--- src/rtl/spiker_pkg.sv ---
// rtl/spiker_pkg.sv - shared types and constants for the spike rate encoder
package spiker_pkg;

    // IDLE: waiting for a frame, GEN: advance accumulators one step,
    // PRESENT: spike vector offered to the consumer
    typedef enum logic [1:0] {
        IDLE,
        GEN,
        PRESENT
    } enc_state_t;

    // Accumulators start at half scale so that rounding is centred:
    // after k steps a channel has fired floor((2^(w-1) + k*p) / 2^w) times.
    function automatic int unsigned acc_init(input int unsigned pix_w);
        return 32'd1 << (pix_w - 1);
    endfunction

endpackage

--- src/rtl/rate_channel.sv ---
// rtl/rate_channel.sv - one channel of rate coding: latched pixel plus phase accumulator
//
// clk, rst : clock, synchronous active-high reset
// load     : latch pix and reload the accumulator to half scale
// step     : commit acc + pix (carry dropped; it is the spike)
// pix      : pixel intensity, sampled only on load
// spike    : carry of acc + pix for the pending step (combinational)
module rate_channel
    import spiker_pkg::*;
#(
    parameter int PIX_W = 8
) (
    input  logic             clk,
    input  logic             rst,
    input  logic             load,
    input  logic             step,
    input  logic [PIX_W-1:0] pix,
    output logic             spike
);

    localparam logic [PIX_W-1:0] ACC_START = PIX_W'(acc_init(PIX_W));

    logic [PIX_W-1:0] pix_q;
    logic [PIX_W-1:0] acc_q;
    logic [PIX_W:0]   sum;

    assign sum   = {1'b0, acc_q} + {1'b0, pix_q};
    assign spike = sum[PIX_W];

    always_ff @(posedge clk) begin
        if (rst) begin
            pix_q <= '0;
            acc_q <= '0;
        end else if (load) begin
            pix_q <= pix;
            acc_q <= ACC_START;
        end else if (step) begin
            acc_q <= sum[PIX_W-1:0];
        end
    end

endmodule

--- src/rtl/spike_rate_encoder.sv ---
// rtl/spike_rate_encoder.sv - frame-to-spike-train rate encoder feeding the network stage
//
// clk, rst               : clock, synchronous active-high reset
// pix_valid/pix_ready    : frame handshake, pix_data channel i at [i*PIX_W +: PIX_W]
// sample/sample_ready    : per-step handshake, in_spikes valid while sample_ready
// frame_done             : one-cycle pulse after the last step is consumed
// busy                   : high outside IDLE
module spike_rate_encoder
    import spiker_pkg::*;
#(
    parameter int N_IN       = 4,
    parameter int PIX_W      = 8,
    parameter int N_STEPS    = 10,
    parameter int STEP_CNT_W = 5
) (
    input  logic                  clk,
    input  logic                  rst,
    input  logic                  pix_valid,
    output logic                  pix_ready,
    input  logic [N_IN*PIX_W-1:0] pix_data,
    input  logic                  sample,
    output logic                  sample_ready,
    output logic [N_IN-1:0]       in_spikes,
    output logic                  frame_done,
    output logic                  busy
);

    localparam logic [STEP_CNT_W-1:0] LAST_STEP = STEP_CNT_W'(N_STEPS - 1);

    enc_state_t            state;
    enc_state_t            next_state;
    logic [STEP_CNT_W-1:0] step_cnt;
    logic [N_IN-1:0]       spikes_q;
    logic [N_IN-1:0]       carry;
    logic                  frame_done_q;
    logic                  load;
    logic                  step;
    logic                  consume;
    logic                  last_step;

    assign last_step = (step_cnt == LAST_STEP);

    always_comb begin
        next_state = state;
        load       = 1'b0;
        step       = 1'b0;
        consume    = 1'b0;
        case (state)
            IDLE: begin
                if (pix_valid) begin
                    load       = 1'b1;
                    next_state = GEN;
                end
            end
            GEN: begin
                step       = 1'b1;
                next_state = PRESENT;
            end
            PRESENT: begin
                if (sample) begin
                    consume    = 1'b1;
                    next_state = last_step ? IDLE : GEN;
                end
            end
            default: next_state = IDLE;
        endcase
    end

    always_ff @(posedge clk) begin
        if (rst) begin
            state <= IDLE;
        end else begin
            state <= next_state;
        end
    end

    always_ff @(posedge clk) begin
        if (rst) begin
            step_cnt     <= '0;
            spikes_q     <= '0;
            frame_done_q <= 1'b0;
        end else begin
            frame_done_q <= consume && last_step;

            if (load) begin
                step_cnt <= '0;
            end else if (consume && !last_step) begin
                step_cnt <= step_cnt + 1'b1;
            end

            // Spikes are captured in GEN and held through PRESENT; the
            // vector is cleared once the final step has been taken.
            if (step) begin
                spikes_q <= carry;
            end else if (consume && last_step) begin
                spikes_q <= '0;
            end
        end
    end

    for (genvar i = 0; i < N_IN; i++) begin : g_ch
        rate_channel #(
            .PIX_W (PIX_W)
        ) u_ch (
            .clk   (clk),
            .rst   (rst),
            .load  (load),
            .step  (step),
            .pix   (pix_data[i*PIX_W +: PIX_W]),
            .spike (carry[i])
        );
    end

    assign pix_ready    = (state == IDLE);
    assign sample_ready = (state == PRESENT);
    assign busy         = (state != IDLE);
    assign in_spikes    = spikes_q;
    assign frame_done   = frame_done_q;

endmodule

--- config.mk ---
export PLATFORM = sky130hd
export DESIGN_NAME = spike_rate_encoder
export DESIGN_NICKNAME = d
export VERILOG_FILES = /design/src/rtl/spiker_pkg.sv /design/src/rtl/rate_channel.sv /design/src/rtl/spike_rate_encoder.sv
export SDC_FILE = /design/constraint.sdc
export NUM_CORES = 1
export LEC_CHECK = 0
export CAP_MARGIN = 30
export CORE_MARGIN = 2
export CORE_UTILIZATION = 58
export CTS_BUF_LIST = sky130_fd_sc_hd__clkbuf_4
export CTS_CLUSTER_DIAMETER = 120
export DETAILED_ROUTE_END_ITERATION = 6
export PLACE_DENSITY = 0.83
export SKIP_LAST_GASP = 1
export SLEW_MARGIN = 20
export SYNTH_ARGS = -nofsm -noshare
export SYNTH_HDL_FRONTEND = slang
export SYNTH_SLANG_ARGS = --single-unit
--- constraint.sdc ---
create_clock -name clk -period 1.9 [get_ports clk]
set_input_delay 0.285 -clock clk [delete_from_list [all_inputs] [get_ports clk]]
set_output_delay 0.285 -clock clk [all_outputs]
set_load 0.1 [all_outputs]
Word level (Yosys, flattened, before mapping)
Cells that the tools add are included.
{"block": "op_classes", "n_addsub": 5, "eq_ne": 5, "n_mux": 19, "reduce_logical": 9}
{"operator": "two-way mux 8 bit", "count": 8}
{"operator": "adder 8 x 8 -> 9 bit", "count": 4}
{"operator": "two-way mux 4 bit", "count": 2}
{"operator": "two-way mux 1 bit", "count": 6}
{"operator": "one-hot mux 2 bit (3 select lines)", "count": 1}
{"operator": "nonzero test 2 bit", "count": 3}
{"operator": "adder 5 x 1 -> 5 bit (second input constant)", "count": 1}
{"operator": "equality test 5 x 4 -> 1 bit (second input constant)", "count": 1}
{"operator": "two-way mux 2 bit", "count": 2}
{"operator": "inequality test 2 bit (second input constant)", "count": 2}
{"operator": "equality test 2 x 1 -> 1 bit (second input constant)", "count": 1}
{"operator": "equality test 2 bit (second input constant)", "count": 1}
{"operator": "logical AND 1 bit", "count": 2}
{"operator": "logical NOT 2 bit", "count": 1}
{"operator": "AND reduction 2 bit", "count": 1}
{"operator": "OR reduction 2 bit", "count": 1}
{"operator": "logical NOT 1 bit", "count": 1}
{"block": "totals", "reg_bits": 76}

Depth between registers and ports, before layout
Gate-level depths: netlist of run 1.
{"block": "logic_depth", "ltp_word": 5, "depth_mapped": 8, "mapped_depth_nobuf": 8}

Modules after synthesis
From an unflattened synthesis of run 1, not the netlist that was laid out.
{"block": "unflattened", "hier_cells": 442, "hier_area_um2": 4152.7}
{"mod": "rate_channel", "n_inst": 4, "cells_each": 94, "area_per_inst_um2": 885.8}
{"mod": "spike_rate_encoder", "n_inst": 1, "cells_each": 66, "area_per_inst_um2": 609.3}

Worst setup path before layout of run 1
Ideal clock, no wire load.
{"block": "synth_timing", "kind": "reg-to-output", "startpoint": "register state[0]", "endpoint": "output busy", "arrival_time_ns": 2.590, "path_slack_ns": -0.975, "stages_incl_launch_ff": 3, "n_path_buf": 0, "cell_sequence": "dfxtp_1 > nor2_1 > inv_1"}
{"block": "synth_between", "elab_chain_cells": 1}
{"element": "start: declaration", "line": "spike_rate_encoder.sv:30", "text": "enc_state_t state;"}
{"element": "start signal: assignment", "line": "spike_rate_encoder.sv:73", "text": "state <= next_state;"}
{"element": "nonzero test 2 bit", "line": "spike_rate_encoder.sv:116", "text": "assign busy = (state != IDLE);"}
{"element": "end: declaration", "line": "spike_rate_encoder.sv:25", "text": "output logic busy"}
Every way passes these cells.

Worst setup path after layout of run 1
{"block": "layout_timing", "startpoint": "register g_ch[3].u_ch.pix_q[0]", "endpoint": "register g_ch[3].u_ch.acc_q[6]"}
{"block": "layout_between", "elab_chain_cells": 1}
{"element": "start: declaration", "line": "rate_channel.sv:23", "text": "logic [PIX_W-1:0] pix_q;"}
{"element": "start signal: assignment", "line": "rate_channel.sv:35", "text": "pix_q <= pix;"}
{"element": "adder 8 x 8 -> 9 bit", "line": "rate_channel.sv:27", "text": "assign sum = {1'b0, acc_q} + {1'b0, pix_q};"}
{"element": "end signal: assignment", "line": "rate_channel.sv:38", "text": "acc_q <= sum[PIX_W-1:0];"}
{"element": "end: declaration", "line": "rate_channel.sv:24", "text": "logic [PIX_W-1:0] acc_q;"}
Every way passes these cells.
A chain may end at the register's enable or synchronous reset.

==> results of run 1 <==
-- timing repair --
item                       4_1_cts  5_1_grt
hold endpoints to repair         0        0
gates resized for setup          0       10
setup endpoints to repair        0        9
-- final timing paths --
| path | cells past startpoint | endpoint | start |
|---|---|---|---|
| max | 8 | g_ch[3].u_ch.acc_q[6]$_SDFFE_PP0P_ | g_ch[3].u_ch.pix_q[0]$_SDFFE_PP0P_ |
| min | 3 | g_ch[1].u_ch.pix_q[1]$_SDFFE_PP0P_ | pix_data[9] |
| max reg2reg | 8 | g_ch[3].u_ch.acc_q[6]$_SDFFE_PP0P_ | g_ch[3].u_ch.pix_q[0]$_SDFFE_PP0P_ |
| min reg2reg | 2 | g_ch[2].u_ch.acc_q[3]$_SDFFE_PP0P_ | g_ch[2].u_ch.acc_q[3]$_SDFFE_PP0P_ |
-- kinds of logic (layout without fill, tap and decap cells) --
family,Yosys count,after routing,share of synthesized area
adder cells (fa/ha/maj),38,38,0.130
AO/OA/AOI/OAI,123,123,0.181
flip-flops,76,76,0.391
XOR/XNOR,17,17,0.0383
AND/OR/NAND/NOR,176,176,0.204
multiplexers,4,4,0.0103
buffers and inverters,42,93,0.0450
-- through the flow --
stage | setup slack [ps] | std cells
2_1_floorplan | 162 | 476
3_3_place_gp | 66.7 | 588
3_5_place_dp | 10.6 | 588
4_1_cts | 58.1 | 604
5_1_grt | -36.6 | 604
6_report | 116 | 604
-- cell usage after synthesis (all sizes together) (2+ instances only) --
master / n
nor2b: 5
a21oi: 66
o21ai: 27
a31o: 3
nand4: 5
a31oi: 3
or2: 2
xnor2: 8
nand2: 99
and3: 3
o211ai: 3
ha: 34
mux2i: 4
nor2: 19
inv: 18
a211oi: 7
nor3: 7
xor2: 9
dfxtp: 76
buf: 11
a21o: 6
clkbuf: 13
a22oi: 3
nand3: 20
or3: 4
nand2b: 5
fa: 4
-- state kept, by name, summed over array words and instances, names as in the netlist --
signal,count
g_ch.u_ch.pix_q,32
g_ch.u_ch.acc_q,32
in_spikes,4
step_cnt,5
state,2
frame_done,1
-- final cells by class --
type	instances	area, sq um
Clock inverter	7	91.3
Sequential cell	76	1520
Clock buffer	9	67.6
Timing Repair Buffer	59	593
Tap cell	77	96.3
Fill cell	498	1760
Inverter	18	67.6
Multi-Input combinational cell	358	2230
-- report_power, final --
group / total (mW) / internal [mW] / switching [mW]
Clock: 1.10 / 0.529 / 0.570
Combinational: 0.602 / 0.259 / 0.343
Sequential: 1.72 / 1.67 / 0.0512
-- worst min-delay path: stages --
cell	delay (ps)
clkdlybuf4s50_1	390
nand2_1	50
a21oi_1	50
-- cell usage in the layout, fill, tap and decap left out, types with 2 or more instances in the layout --
| cell | count |
|---|---|
| nand2_1 | 99 |
| dfxtp_1 | 74 |
| a21oi_1 | 66 |
| clkdlybuf4s50_1 | 35 |
| ha_1 | 33 |
| o21ai_0 | 24 |
| nand3_1 | 20 |
| buf_4 | 19 |
| inv_1 | 18 |
| nor2_1 | 18 |
| xor2_1 | 9 |
| clkbuf_4 | 9 |
| xnor2_1 | 8 |
| a211oi_1 | 7 |
| nor3_1 | 7 |
| a21o_1 | 6 |
| nand2b_1 | 5 |
| nand4_1 | 5 |
| buf_12 | 5 |
| mux2i_1 | 4 |
| or3_1 | 4 |
| fa_1 | 4 |
| nor2b_2 | 3 |
| o211ai_1 | 3 |
| o21ai_1 | 3 |
| a22oi_1 | 3 |
| and3_1 | 3 |
| a31oi_1 | 3 |
| a31o_2 | 3 |
| clkinv_2 | 3 |
| nor2b_1 | 2 |
| bufinv_16 | 2 |
| dfxtp_2 | 2 |
-- layer usage --
metal	GRT usage	vias up
li1	-	1742
met1	0.301	1649
met5	0	-
met3	0.0712	13
met4	0.0880	0
met2	0.434	86
==> impl_metrics.env, run 1 <==
export IMPL_placed_cell_area_sq_um=4490
export IMPL_ys_ff_latch=76
export IMPL_antenna_found_initial=0
export IMPL_dr_pass1_iters=4
export IMPL_ioPinCount=44
export IMPL_drc_errors=0
export IMPL_post_route_util=0.727
export IMPL_gp_congestion=0.918
export IMPL_syn2layout_area_growth_pct=19.9
export IMPL_hold_violations=0
export IMPL_whs_ps=391
export IMPL_finalPower_mw=3.42
export IMPL_diodes=0
export IMPL_cp_slowest_cell="fa_1"
export IMPL_route_met2_wl_mm=4.32
export IMPL_syn_area_sq_um=3890
export IMPL_setup_viol=0
export IMPL_skew_ps=11.2
export IMPL_clk_latency_ps=420
export IMPL_status="completed"
export IMPL_met3_length_um=458
export IMPL_postSynthNetCount=550
export IMPL_grt_overflow_total=0
export IMPL_required_ps=2210
export IMPL_drive_gt1_frac=0.108
export IMPL_worst_slew_pin_slew_ps=472
export IMPL_synthTopCellsByArea="dfxtp_1 39%, ha_1 11%, nand2_1 9.5%"
export IMPL_cts_buffer_depth=2
export IMPL_cp_arrival_ps=2090
export IMPL_cts_tree="yes"
export IMPL_fp_dieArea_sq_um=7380
export IMPL_r2r_slack_ps=120
export IMPL_ant_nets=0
export IMPL_initial_utilization=0.606
export IMPL_crit_family="adder cells"
export IMPL_avgViaCountPerCell=5.78
export IMPL_setup_tns_final_ps=0
export IMPL_die_y_um=85.9
export IMPL_synth_area_leader_cell="dfxtp_1"
export IMPL_cts_hold_buf=0
export IMPL_cap_viol_max_count=0
export IMPL_dr_max_layer_used="met4"
export IMPL_cts_setup_buffers=0
export IMPL_yosysTopAreaCellShare=0.391
export IMPL_fmax_ghz=0.560
export IMPL_final_period_utilization=0.939
export IMPL_h_tree_depth=3
export IMPL_dieWidth_um=85.9
export IMPL_first_global_vias=3449
export IMPL_dpl_hpwl_mm=6.21
export IMPL_grt_pass1_wl_mm=15.0
export IMPL_path_buf_inv=1
export IMPL_slew_headroom=0.684
export IMPL_coreArea_sq_um=6420
export IMPL_grt_max_degree=33
export IMPL_port_buffers=43
export IMPL_setup_worst_path_end_class="flip-flop"
export IMPL_cts_made_buffers=9
export IMPL_drt_first_iter_violations=150
export IMPL_cts_clk_slew_worst_paths_ps=130
export IMPL_core_rowCount=29
export IMPL_finalInstanceArea_sq_um=4670
export IMPL_synthArstFlopShare=0
export IMPL_worstPathCellList="ha_1 > inv_1 > fa_1 > nor2b_1 > or2_2 > a41o_1 > xnor2_1 > o21ai_0"
export IMPL_ir_drop_mv=0.598
export IMPL_finalWorstPathRequiredPeriod_ps=1780
export IMPL_drt_met1_wl_mm=3.89
export IMPL_synth_edf_count=0
export IMPL_grtUsageTotal=0.252
export IMPL_crit_path_max_incr_delay_ps=380
export IMPL_p_per_area_nw_per_um2=732
export IMPL_cts_root_buf="clkbuf_4"
export IMPL_start_kind="flip-flop"
export IMPL_wl_per_cell_um=14.6
export IMPL_leakagePower_nw=2.01
export IMPL_synth_warnings=0
export IMPL_postSynthAreaPerCell_sq_um=8.18
export IMPL_routed_wl_mm=8.79
export IMPL_synthCells=476
export IMPL_synth_seq_area_share=0.391
export IMPL_slew_viol_final=0
export IMPL_cts_sinks=76
export IMPL_yosys_cell_types_count=42
export IMPL_hp_class="input pin to flip-flop"
export IMPL_synthFlopType="dfxtp_1"
export IMPL_crit_type="flip-flop to flip-flop"
export IMPL_cp_max_fo=2
export IMPL_vias=3490
export IMPL_final_nets=596
Note: power is estimated with default switching activity, not from simulation.
==> run 2: changes to the inputs <==
--- a/config.mk
+++ b/config.mk
@@ -5,9 +5,10 @@
 export SDC_FILE = /design/constraint.sdc
 export NUM_CORES = 1
 export LEC_CHECK = 0
+export ABC_AREA = 1
 export CAP_MARGIN = 30
 export CORE_MARGIN = 2
-export CORE_UTILIZATION = 58
+export CORE_UTILIZATION = 59
 export CTS_BUF_LIST = sky130_fd_sc_hd__clkbuf_4
 export CTS_CLUSTER_DIAMETER = 120
 export DETAILED_ROUTE_END_ITERATION = 6
==> impl_metrics.env, run 2 <==
export IMPL_postSynthAreaPerCell_sq_um=6.79
export IMPL_route_met2_wl_mm=4.31
export IMPL_syn_area_sq_um=4260
export IMPL_yosysMostFrequentCell="nand2_1"
export IMPL_drt_met1_wl_mm=4.15
export IMPL_reg2reg_to="g_ch[1].u_ch.acc_q[6]$_SDFFE_PP0P_"
export IMPL_slew_headroom=0.680
export IMPL_hold_violations=0
export IMPL_drive_gt1_frac=0.0642
export IMPL_cts_buffer_depth=2
export IMPL_crit_type="flip-flop to flip-flop"
export IMPL_skew_ps=11.2
export IMPL_crit_path_max_incr_delay_ps=400
export IMPL_power_share_combinational=0.203
export IMPL_h_tree_depth=3
export IMPL_r2r_start="g_ch[1].u_ch.acc_q[0]$_SDFFE_PP0P_"
export IMPL_r2r_slack_ps=180
export IMPL_fp_dieArea_sq_um=7910
export IMPL_cts_hold_buf=0
export IMPL_postSynthNetCount=701
export IMPL_yosys_top_cells_count="190 x nand2_1, 82 x inv_1, 76 x dfxtp_1"
export IMPL_min_from="pix_data[12]"
export IMPL_leakagePower_nw=2.36
export IMPL_cts_root_buf="clkbuf_4"
export IMPL_synth_seq_area_share=0.357
export IMPL_finalWorstPathRequiredPeriod_ps=1720
export IMPL_grt_setup_unrepaired="yes"
export IMPL_diodes=0
export IMPL_clk_latency_ps=440
export IMPL_slew_viol_final=0
export IMPL_post_route_util=0.712
export IMPL_drc_errors=0
export IMPL_final_period_utilization=0.905
export IMPL_synthArstFlopShare=0
export IMPL_setup_viol=0
export IMPL_swShare=0.296
export IMPL_final_cell_mix="190 x nand2_1, 82 x inv_1, 76 x dfxtp_1, 62 x a21oi_1, 58 x nor2_1"
export IMPL_final_nets=740
export IMPL_post_cts_resized=0
export IMPL_antenna_found_initial=0
export IMPL_grt_pass1_wl_mm=15.4
export IMPL_port_buffers=43
export IMPL_dieWidth_um=89.0
export IMPL_dr_max_layer_used="met4"
export IMPL_cts_made_buffers=9
export IMPL_coreArea_sq_um=6910
export IMPL_synth_area_leader_cell="dfxtp_1"
export IMPL_synthFlopType="dfxtp_1"
export IMPL_grtUsageTotal=0.248
export IMPL_cts_clk_slew_worst_paths_ps=120
export IMPL_synth_edf_count=0
export IMPL_r2r_cells=9
export IMPL_synthTopCellsByArea="dfxtp_1 36%, nand2_1 17%, ha_1 10%"
export IMPL_cts_setup_buffers=0
export IMPL_yosysTopAreaCellShare=0.357
export IMPL_synth_warnings=0
export IMPL_status="completed"
export IMPL_path_buf_inv=2
export IMPL_cp_slowest_cell="fa_1"
export IMPL_syn2layout_area_growth_pct=15.5
export IMPL_ys_ff_latch=76
export IMPL_met3_length_um=343
export IMPL_hp_class="input pin to flip-flop"
export IMPL_cts_sinks=76
export IMPL_layout_commonest_cell="nand2_1"
export IMPL_ir_drop_mv=0.403
export IMPL_endpoint="g_ch[1].u_ch.acc_q[6]$_SDFFE_PP0P_"
export IMPL_dpl_hpwl_mm=6.34
export IMPL_cp_max_fo=3
export IMPL_cp_arrival_ps=2060
export IMPL_vias=3860
export IMPL_core_rowCount=30
export IMPL_initial_utilization=0.617
export IMPL_worst_slew_pin_slew_ps=480
export IMPL_grt_overflow_total=0
export IMPL_gp_congestion=0.835
export IMPL_die_y_um=89.0
export IMPL_crit_family="adder cells"
export IMPL_start_kind="flip-flop"
export IMPL_cts_tree="yes"
export IMPL_largestRegisters="g_ch.u_ch.acc_q x32, g_ch.u_ch.pix_q x32, step_cnt x5"
export IMPL_setup_worst_path_end_class="flip-flop"
export IMPL_required_ps=2240
export IMPL_switchingPower_mw=1.04
export IMPL_grt_max_degree=44
export IMPL_worstPathCellList="ha_1 > inv_1 > fa_1 > o21ai_1 > nand2_1 > nand3_1 > nand3_1 > nand2_1 > inv_1"
export IMPL_routed_wl_mm=8.93
export IMPL_avgViaCountPerCell=5.04
export IMPL_yosys_cell_types_count=27
export IMPL_fmax_ghz=0.582
export IMPL_critical_path_cell_count=9
export IMPL_wl_per_cell_um=11.7
export IMPL_p_per_area_nw_per_um2=717
export IMPL_dr_pass1_iters=4
export IMPL_p_int_mw=2.48
export IMPL_drt_first_iter_violations=137
export IMPL_seq_power_share=0.493
export IMPL_synthCells=627
export IMPL_fillers=605
export IMPL_cap_viol_max_count=0
export IMPL_clkPwrFrac=0.304
export IMPL_finalPower_mw=3.53
export IMPL_ioPinCount=44
export IMPL_first_global_vias=3599
export IMPL_ant_nets=0
export IMPL_crit_start="g_ch[1].u_ch.acc_q[0]$_SDFFE_PP0P_"
==> run 2: worst reg2reg max path, cell delays in order (launching register included) <==
cell     delay [ps]
dfxtp_1         360
ha_1            170
inv_1            60
fa_1            400
o21ai_1         260
nand2_1         110
nand3_1          80
nand3_1          80
nand2_1          60
inv_1            30
==> run 2: through the flow <==
stage               TNS [ps]  instances  cell area [sq um]  setup slack (ps)  hold WS, ps
global route           -16.4        766               4920             -16.4          371
floorplan                  0        627               4260               173          428
CTS                        0        766               4920              66.2          377
finish                     0        766               4920               181          389
global placement           0        751               4770               177          456
detailed placement         0        751               4770              99.3          458
==> run 2: cell type report <==
class                   count  area, sq um  area share
multi-input cells         442         2300       0.468
inverters                  87          327      0.0664
clock buffers               9         67.6      0.0137
flip-flops and latches     76         1520       0.309
clock inverters             6         80.1      0.0163
well taps                  96          120      0.0244
repair buffers             50          500       0.102
==> run 2: worst min-delay path by stage <==
stage | to | slack, ps | depth (start not counted)
2_1_floorplan | g_ch[0].u_ch.pix_q[0]$_SDFFE_PP0P_ | 430 | 2
3_3_place_gp | step_cnt[4]$_SDFFE_PP0P_ | 460 | 2
3_5_place_dp | in_spikes[1]$_SDFFE_PP0P_ | 460 | 2
4_1_cts | g_ch[2].u_ch.pix_q[3]$_SDFFE_PP0P_ | 380 | 3
5_1_grt | g_ch[3].u_ch.pix_q[6]$_SDFFE_PP0P_ | 370 | 3
6_report | g_ch[1].u_ch.pix_q[4]$_SDFFE_PP0P_ | 390 | 3
==> run 2: per-layer routing <==
| metal | vias up | track usage |
|---|---|---|
| met5 | - | 0 |
| met4 | 0 | 0.0706 |
| met3 | 8 | 0.0619 |
| met2 | 58 | 0.435 |
| met1 | 1754 | 0.303 |
| li1 | 2040 | - |
==> run 2: cell families (layout without fill, tap and decap cells) <==
| group | after synthesis | in the layout | synth area share |
|---|---|---|---|
| AO/OA/AOI/OAI | 86 | 86 | 0.104 |
| adder cells (fa/ha/maj) | 38 | 38 | 0.119 |
| flip-flops | 76 | 76 | 0.357 |
| buffers and inverters | 109 | 152 | 0.103 |
| AND/OR/NAND/NOR | 308 | 308 | 0.296 |
| XOR/XNOR | 10 | 10 | 0.0206 |
==> run 2: power by group through the flow <==
stage | clock network [mW] | logic (mW) | registers, mW
final | 1.07 | 0.715 | 1.74
after global routing | 1.16 | 0.803 | 1.75
after CTS | 1.09 | 0.718 | 1.74
after detailed placement | 0 | 0.715 | 1.77
after global placement | 0 | 0.691 | 1.77
after floorplan | 0 | 0.505 | 1.76
